**src/rtl/word_tx_serializer_pkg.sv**
```systemverilog
// word_tx_pkg: shared types and helpers for the word transmit serializer.
package word_tx_pkg;
  localparam int NUM_BYTES = 4;
  localparam int BYTE_W = 8;
  typedef enum logic [2:0] {IDLE, SEND, WAIT_ACK, WAIT_DONE, DONE} word_tx_state_t;
  function automatic logic [7:0] xor_checksum(input logic [31:0] w);
    return w[7:0] ^ w[15:8] ^ w[23:16] ^ w[31:24];
  endfunction
endpackage

```
**src/rtl/word_tx_serializer.sv**
```systemverilog
// word_tx_serializer: sends a captured 32-bit word LSB first as UART bytes; WORD_TX_CHECKSUM_EN appends an XOR byte.
module word_tx_serializer
  import word_tx_pkg::*;
(
  input  logic                        clk,
  input  logic                        reset,
  input  logic                        start,
  input  logic [NUM_BYTES*BYTE_W-1:0] result_data,
  input  logic                        tx_busy,
  output logic                        tx_start,
  output logic [BYTE_W-1:0]           tx_data,
  output logic                        busy,
  output logic                        done
);
`ifdef WORD_TX_CHECKSUM_EN
  localparam logic [2:0] LAST = 3'd4;
`else
  localparam logic [2:0] LAST = 3'd3;
`endif
  word_tx_state_t              state;
  logic [2:0]                  byte_idx;
  logic [NUM_BYTES*BYTE_W-1:0] word_reg;
  logic [BYTE_W-1:0]           cur_byte;
`ifdef WORD_TX_CHECKSUM_EN
  always_comb cur_byte = (byte_idx == 3'd4) ? xor_checksum(word_reg) : word_reg[{byte_idx[1:0], 3'b000} +: BYTE_W];
`else
  always_comb cur_byte = word_reg[{byte_idx[1:0], 3'b000} +: BYTE_W];
`endif
  // done is raised on the final tx_busy fall so busy still covers the pulse cycle
  always_ff @(posedge clk) begin
    if (reset) begin
      state    <= IDLE;
      byte_idx <= '0;
      word_reg <= '0;
      tx_start <= 1'b0;
      tx_data  <= '0;
      busy     <= 1'b0;
      done     <= 1'b0;
    end else begin
      tx_start <= 1'b0;
      done     <= 1'b0;
      case (state)
        IDLE: if (start) begin
          word_reg <= result_data;
          byte_idx <= '0;
          busy     <= 1'b1;
          state    <= SEND;
        end
        SEND: if (!tx_busy) begin
          tx_start <= 1'b1;
          tx_data  <= cur_byte;
          state    <= WAIT_ACK;
        end
        WAIT_ACK: if (tx_busy) state <= WAIT_DONE;
        WAIT_DONE: if (!tx_busy) begin
          if (byte_idx == LAST) begin
            done  <= 1'b1;
            state <= DONE;
          end else begin
            byte_idx <= byte_idx + 3'd1;
            state    <= SEND;
          end
        end
        DONE: begin
          busy  <= 1'b0;
          state <= IDLE;
        end
        default: state <= IDLE;
      endcase
    end
  end
endmodule

```
**config.mk**
```make
export PLATFORM = sky130hd
export DESIGN_NAME = word_tx_serializer
export DESIGN_NICKNAME = d
export VERILOG_FILES = /design/src/rtl/word_tx_serializer_pkg.sv /design/src/rtl/word_tx_serializer.sv
export SDC_FILE = /design/constraint.sdc
export NUM_CORES = 1
export LEC_CHECK = 0
export BUFFER_PORTS_ARGS = -buffer_cell sky130_fd_sc_hd__buf_2
export CAP_MARGIN = 40
export CORE_UTILIZATION = 56
export CTS_CLUSTER_SIZE = 28
export DETAILED_ROUTE_END_ITERATION = 8
export GPL_TIMING_DRIVEN = 0
export PLACE_DENSITY = 0.86
export SLEW_MARGIN = 20
export SYNTH_ARGS = -nofsm -noshare
export SYNTH_HDL_FRONTEND = slang
export SYNTH_SLANG_ARGS = --single-unit
export TNS_END_PERCENT = 20
```
**constraint.sdc**
```tcl
create_clock -name clk -period 4 [get_ports clk]
set_clock_uncertainty 0.05 [all_clocks]
set_input_delay 0.4 -clock clk [delete_from_list [all_inputs] [get_ports clk]]
set_output_delay 0.4 -clock clk [all_outputs]
set_load 0.05 [all_outputs]
```
[Word-level counts from Yosys, hierarchy flattened]
Cells that the tools add are included.
Word-level totals
  logic and storage cells: 46
  output and inout port bits: 11
  register bits after elaboration: 49
Cells by class
  bitwise gates (word level): 3
  reduce and logical (&&, ||, !) cells: 10
  $add $sub $neg: 1
  shift-type cells: 1
  eq/ne operators: 10
  multiplexer cells: 14
Operator list (number)
  $shiftx A32 B6 Y8: 1
  $mux W3: 8
  $pmux W3 S4: 1
  $ne A2 B2 Y1 const B: 5
  $eq A3 B2 Y1 const B: 3
  $reduce_and A4 Y1: 2
  $pmux W3 S2: 1
  $reduce_and A2 Y1: 3
  $reduce_bool A2 Y1: 2
  $add A3 B1 Y3 const B: 1
  $eq A3 B1 Y1 const B: 1
  $eq A3 B3 Y1 const B: 1
  $logic_not A3 Y1: 1
  $mux W1: 3
  $not A1 Y1: 3
  $reduce_or A3 Y1: 1
  $pmux W1 S2: 1
  $reduce_or A2 Y1: 1

[Longest topological paths before layout]
Gate-level depths: netlist of the first run.
  word-level depth: 4
  mapped depth: 5

[Least setup slack after synthesis of the first run]
OpenSTA, ideal clock, no wires.
  path kind: register to register
  start: register byte_idx[0]
  end: register byte_idx[1]
  data arrival time: 1.365 ns
  setup time: 0.123 ns
  stages on the path, launching flop included: 6
  period minus slack after synthesis: 1.538 ns
  setup slack: 2.462 ns
  path through: dfxtp_1 > ha_1 > ha_1 > nand4bb_1 > a21oi_2 > mux2_1
Between the ends
  word-level cells in the longest chain between the ends: 4
  elaborated cells on any way between the ends: 7
  those cells by class: 1 x add/sub; 2 x eq/ne; 3 x mux; 1 x reduce/logical
Ends and longest elaborated chain
  from (decl): line word_tx_serializer.sv:21  | logic [2:0] byte_idx;
  from (signal assigned): line word_tx_serializer.sv:60  | byte_idx <= byte_idx + 3'd1;
  $add A3 B1 Y3: line word_tx_serializer.sv:60
  $mux W3: line word_tx_serializer.sv:56  | if (byte_idx == LAST) begin
  $mux W3: line word_tx_serializer.sv:55  | WAIT_DONE: if (!tx_busy) begin
  $pmux W3 S2: line word_tx_serializer.sv:42  | case (state)
Several ways; a longest one is shown, not always the timed one. The select of a mux whose other input is x is not followed.
A chain may end at the register's enable or synchronous reset.

[Worst setup path in the final report of the first run]
  start: register byte_idx[0]
  end: register tx_data[7]
Between the ends
  word-level cells in the longest chain between the ends: 1
Ends and longest elaborated chain
  $shiftx A32 B6 Y8: line word_tx_serializer.sv:27  | always_comb cur_byte = word_reg[{byte_idx[1:0], 3'b000} +: BYTE_W];
  to (signal assigned): line word_tx_serializer.sv:51  | tx_data <= cur_byte;
  to (decl): line word_tx_serializer.sv:11  | output logic [BYTE_W-1:0] tx_data,
No other way between the ends.

==> results of run 1 <==
[tightest hold or removal path, cell delays in order]
cell	delay [ps]
buf_2	100
nand2_1	40
a21oi_1	50
[synthesized netlist by cell type]
master / instances
clkbuf_1: 5
nand2_1: 64
a21oi_2: 1
buf_2: 6
ha_1: 2
o21ai_1: 1
or4_1: 1
nor4b_1: 1
inv_1: 3
nor2_1: 5
or3b_1: 1
dfxtp_1: 49
or4b_1: 1
a22o_1: 8
nand2b_1: 3
or4bb_1: 1
mux4_2: 8
a221oi_1: 1
nor3_1: 1
nor4_4: 1
mux2_1: 2
nor2b_1: 3
nand4bb_1: 1
buf_4: 1
buf_6: 3
nor3b_1: 2
a21oi_1: 32
nor4b_4: 1
xnor2_1: 1
a2111oi_0: 2
[routing by layer]
layer | share of wire (%) | global-route usage, % | wire length (um)
met5 | 0 | 0 | 0
met1 | 46 | 32.6 | 1880
met3 | 5.3 | 4.97 | 215
met2 | 48 | 38.1 | 1930
met4 | 0.62 | 6.67 | 25
[final cells by class]
type	instances	area, um2
Buffer	15	90.1
Clock buffer	5	37.5
Clock inverter	3	22.5
Fill cell	287	1030
Inverter	3	11.3
Multi-Input combinational cell	144	926
Sequential cell	49	981
Tap cell	46	57.6
Timing Repair Buffer	46	230
[per-stage QoR]
| stage | instances | worst slack (ps) | power (uW) |
|---|---|---|---|
| final | 311 | 2220 | 911 |
| after global routing | 311 | 2120 | 953 |
| after CTS | 311 | 2250 | 908 |
| after detailed placement | 303 | 2260 | 690 |
| after global placement | 303 | 2280 | 685 |
| after floorplan | 211 | 2460 | 642 |
[cells by family (layout without fill, tap and decap cells)]
family | Yosys count | in the layout | share of synthesized area (%)
simple gates | 86 | 86 | 20.9
compound gates | 45 | 45 | 13.5
flops | 49 | 49 | 48.8
fa+ha+maj | 2 | 2 | 1.25
buf+inv | 18 | 72 | 5.05
mux | 10 | 10 | 10.1
xor+xnor | 1 | 1 | 0.436
[final timing paths]
kind | startpoint | end | slack, ps | depth (start not counted)
worst max-delay path | byte_idx[0]$_SDFFE_PP0P_ | tx_data[7]$_SDFFE_PP0P_ | 2220 | 3
worst max register to register | byte_idx[0]$_SDFFE_PP0P_ | tx_data[7]$_SDFFE_PP0P_ | 2220 | 3
worst min-delay path | result_data[5] | word_reg[5]$_SDFFE_PP0P_ | 200 | 3
worst min register to register | word_reg[26]$_SDFFE_PP0P_ | word_reg[26]$_SDFFE_PP0P_ | 410 | 2
[report_power, final]
part / internal (uW) / switching [uW] / leakage [uW]
Combinational: 62.1 / 83.8 / 0.000531
Clock: 70.1 / 160 / 0.0000352
Sequential: 518 / 16.7 / 0.000400
==> results.json, run 1 <==
{
  "status": "finished clean",
  "crit_type": "flop to flop",
  "syn_area_per_cell_um2": 9.52,
  "critical_path_arrival_ps": 1990,
  "maxCapViolations": 0,
  "worst-path-buf-inv": 1,
  "synth_area_leaders": "dfxtp_1, nand2_1, mux4_2",
  "post_cts_buffers": 0,
  "crit_path_max_incr_delay_ps": 600,
  "worstPathMaxFanout": 10,
  "holdBufCountCts": 0,
  "hold_slack_ps": 203,
  "slew_headroom_pct": 58.0,
  "via_count": 1664,
  "crit_required_ps": 4210,
  "area_growth_pct": 17.3,
  "cp_slowest_cell": "mux4_2",
  "numCtsBuffers": 5,
  "tritoncts": "yes",
  "die-area_um2": 3830,
  "drive_gt1_share_pct": 28.3,
  "clk_pin_slew_ps": 150,
  "postLayoutCoreUtil_pct": 69.5,
  "yosysUniqueCellTypes": 30,
  "grt_setup_unrepaired": "no",
  "cts_buffer_depth": 2,
  "largest_reg_flops": 32,
  "crit_chain": "clkbuf_1 > mux4_2 > a22o_1",
  "portBuffers": 46,
  "synth_warnings": 0,
  "timing.fmax_mhz": 562,
  "layout_commonest_cell": "nand2_1",
  "syn_inst": 211,
  "worstMarginPinSlew_ps": 629,
  "antennaDiodeCount": 0,
  "die_x_um": 61.9,
  "fin_area_um2": 2360,
  "track_usage_pct": 23.7,
  "syn_area_um2": 2010,
  "power_density_nw_per_um2": 387,
  "slew_viol_final": 0,
  "holdCritPathClass": "primary input to flop",
  "clock_latency_ps": 350,
  "ir_drop_mv": 0.268,
  "h-tree-depth": 2,
  "routed_wl_mm": 4.06,
  "path_delay_family": "multiplexers",
  "synth.yosys.seq_area_share_pct": 48.8,
  "final_cell_mix": "nand2_1, buf_2, dfxtp_1",
  "root_buffer": "clkbuf_4",
  "drt-initial-drc-count": 82,
  "grt_pass1_vias": 1369,
  "overflow": 0,
  "syn-num-nets": 249,
  "timing.final.crit_period_ps": 1780,
  "critical_path.startpoint_type": "flop",
  "yosys_register_bits": 49,
  "drtPass1Iterations": 4,
  "ioPinCount": 47,
  "drc": 0,
  "antenna_found_initial": 0,
  "synth_area_leader_cell": "dfxtp_1",
  "drt-vias-per-instance": 5.35,
  "cts_sinks": 49,
  "leakagePower_uw": 0.000966,
  "timing.final.crit_share_pct": 44.5,
  "cts_resized": 0,
  "wl_per_cell_um": 13.0,
  "die_y_um": 61.9,
  "critPathCaptureType": "flop",
  "setup_viol": 0,
  "hold_viol": 0,
  "coreArea_um2": 3390,
  "grt_max_degree": 17,
  "grt_pass1_wl_mm": 6.42,
  "setup_tns_ps": 0,
  "place_area_um2": 2300,
  "rows": 21,
  "finalWeightedCongestion": 0.816,
  "antenna_left": 0,
  "nNetsFinal": 302,
  "initial_core_util_pct": 59.2,
  "post-dp-hpwl_mm": 2.96,
  "synth_top_area_share_pct": 48.8
}
(Power assumes the default switching activity.)
==> inputs of run 2 (changes only) <==
--- a/config.mk
+++ b/config.mk
@@ -7,11 +7,11 @@
 export LEC_CHECK = 0
 export BUFFER_PORTS_ARGS = -buffer_cell sky130_fd_sc_hd__buf_2
 export CAP_MARGIN = 40
-export CORE_UTILIZATION = 56
+export CORE_UTILIZATION = 52
 export CTS_CLUSTER_SIZE = 28
 export DETAILED_ROUTE_END_ITERATION = 8
 export GPL_TIMING_DRIVEN = 0
-export PLACE_DENSITY = 0.86
+export PLACE_DENSITY = 0.81
 export SLEW_MARGIN = 20
 export SYNTH_ARGS = -nofsm -noshare
 export SYNTH_HDL_FRONTEND = slang
==> constraint.sdc (replaced) <==
create_clock -name clk -period 1.8 [get_ports clk]
set_clock_uncertainty 0.05 [all_clocks]
set_input_delay 0.18 -clock clk [delete_from_list [all_inputs] [get_ports clk]]
set_output_delay 0.18 -clock clk [all_outputs]
set_load 0.05 [all_outputs]
==> run 2 against run 1 <==
  * Highest routed layer unchanged
  * Clock-buffer cell count increased by 1
  * Final cell count increased by 0.64%
  * Largest power group unchanged
  * Clock power increased to 2.7 times the previous value
  * Wire length increased by 4.1%
  * Register-to-register slack got worse by 2100 ps
  * Non-clock buffer count unchanged
  * Critical path depth increased by 2
  * Final area increased by 1.3%
  * Die area increased by 7.4%
==> results.json, run 2 (synthesis results as in run 1) <==
{
  "clockPowerShare_pct": 29.6,
  "holdBufCountCts": 0,
  "crit_chain": "ha_1 > ha_1 > nand4bb_1 > a21oi_2 > mux2_1",
  "path_delay_family": "adder cells",
  "coreArea_um2": 3690,
  "cts_resized": 0,
  "grt_setup_unrepaired": "no",
  "cp_slowest_cell": "mux2_1",
  "stdcell_count": 313,
  "finalWeightedCongestion": 0.798,
  "pwr-share-seq_pct": 55.3,
  "p_switching_uw": 583,
  "reg2reg_depth": 5,
  "critical_path.startpoint_type": "flop",
  "clock_latency_ps": 300,
  "grt_max_degree": 16,
  "worstMarginPinSlew_ps": 579,
  "antennaDiodeCount": 0,
  "antenna_found_initial": 0,
  "rows": 22,
  "crit_path_max_incr_delay_ps": 340,
  "die-area_um2": 4110,
  "worst-path-buf-inv": 0,
  "power_density_nw_per_um2": 898,
  "clk_pin_slew_ps": 90,
  "setup_viol": 0,
  "reg2reg_slack_ps": 90,
  "post-dp-hpwl_mm": 3.09,
  "drc": 0,
  "numCtsBuffers": 5,
  "hold_path.startpoint": "result_data[30]",
  "slew_viol_final": 0,
  "nNetsFinal": 302,
  "final_cell_mix": "nand2_1, buf_2, dfxtp_1",
  "drive_gt1_share_pct": 28.3,
  "maxCapViolations": 0,
  "crit_type": "flop to flop",
  "power_frac_comb_pct": 15.1,
  "drt-vias-per-instance": 5.28,
  "timing.final.crit_period_ps": 1710,
  "hold-path-endpoint": "word_reg[30]$_SDFFE_PP0P_",
  "tritoncts": "yes",
  "slew_headroom_pct": 61.3,
  "place_inst": 305,
  "overflow": 0,
  "intPower_uw": 1560,
  "wl_per_cell_um": 13.5,
  "critPathCaptureType": "flop",
  "layout_commonest_cell": "nand2_1",
  "min_path_cells": 3,
  "reg2reg_to": "byte_idx[2]$_SDFFE_PP0P_",
  "ioPinCount": 47,
  "root_buffer": "clkbuf_8",
  "track_usage_pct": 23.2,
  "rr_startpoint": "byte_idx[0]$_SDFFE_PP0P_",
  "swShare_pct": 27.2,
  "portBuffers": 46,
  "die_x_um": 64.1,
  "cts_sinks": 49,
  "grt_pass1_vias": 1559,
  "drtPass1Iterations": 4,
  "h-tree-depth": 2,
  "largest_reg_flops": 32,
  "cts_buffer_depth": 2,
  "hold_viol": 0,
  "ir_drop_mv": 0.666,
  "routed_wl_mm": 4.22,
  "timing.fmax_mhz": 583,
  "area_growth_pct": 18.9,
  "die_y_um": 64.1,
  "cp_common_cell": "ha_1",
  "drt-initial-drc-count": 120,
  "initial_core_util_pct": 54.4,
  "timing.final.crit_share_pct": 95.2,
  "status": "finished clean",
  "crit_required_ps": 1940,
  "holdCritPathClass": "primary input to flop",
  "post_cts_buffers": 0,
  "leakagePower_uw": 0.000972,
  "grt_pass1_wl_mm": 7.17,
  "critical_path_arrival_ps": 1850,
  "antenna_left": 0,
  "via_count": 1652,
  "worstPathMaxFanout": 4,
  "finalPower_uw": 2140,
  "setup_tns_ps": 0
}
[run 2: changes by cell type in the layout (fill, tap and decap cells not counted), sizes merged]
cell	change
clkinvlp	+2
clkinv	-3
clkbuf	+1
[run 2: worst max-delay path by stage]
stage | start | endpoint | slack (ps) | depth (start not counted)
after floorplan | byte_idx[0]$_SDFFE_PP0P_ | byte_idx[1]$_SDFFE_PP0P_ | 260 | 5
after global placement | byte_idx[0]$_SDFFE_PP0P_ | tx_data[7]$_SDFFE_PP0P_ | 90 | 3
after detailed placement | byte_idx[0]$_SDFFE_PP0P_ | tx_data[7]$_SDFFE_PP0P_ | 70 | 3
after CTS | byte_idx[0]$_SDFFE_PP0P_ | tx_data[7]$_SDFFE_PP0P_ | 60 | 3
after global routing | byte_idx[0]$_SDFFE_PP0P_ | byte_idx[1]$_SDFFE_PP0P_ | 10 | 5
final | byte_idx[0]$_SDFFE_PP0P_ | byte_idx[2]$_SDFFE_PP0P_ | 90 | 5
[run 2: per-stage QoR]
step | hold slack (ps) | setup slack (ps) | utilization [%] | cell area (um2)
5_1_grt | 58.7 | 14.9 | 64.7 | 2390
3_3_place_gp | 372 | 88.6 | 62.3 | 2300
2_1_floorplan | 206 | 262 | - | 2010
3_5_place_dp | 376 | 74.7 | 62.3 | 2300
4_1_cts | 55.8 | 59.0 | 64.7 | 2390
6_report | 59.8 | 86.0 | 64.7 | 2390
[run 2: power by group through the flow]
stage	registers [uW]	logic, uW	clock network (uW)
after floorplan	1220	203	0
after global placement	1210	317	0
after detailed placement	1210	323	0
after CTS	1190	325	649
after global routing	1200	363	688
final	1190	323	634
[run 2: worst reg2reg max path: cells and delay by family, from the launching register on]
kind | cells | cell delay (ps)
AND/OR/NAND/NOR | 1 | 230
adder cells (fa/ha/maj) | 2 | 410
multiplexers | 1 | 340
AO/OA/AOI/OAI | 1 | 250
flip-flops | 1 | 320
[run 2: cell type report]
class	instances	area, um2
plain buffers	15	91.3
clock buffers	6	72.6
clock inverters	2	15.0
fillers	328	1300
inverters	3	11.3
multi-input cells	144	926
flip-flops and latches	49	981
well taps	48	60.1
repair buffers	46	230
[run 2: routing by layer]
layer / global-route usage (%) / vias to the layer above / routed length (um)
met5: 0 / - / 0
met4: 7.50 / 0 / 29
met3: 5.71 / 2 / 165
met2: 37.4 / 39 / 2110
met1: 30.4 / 775 / 1920
li1: - / 836 / -
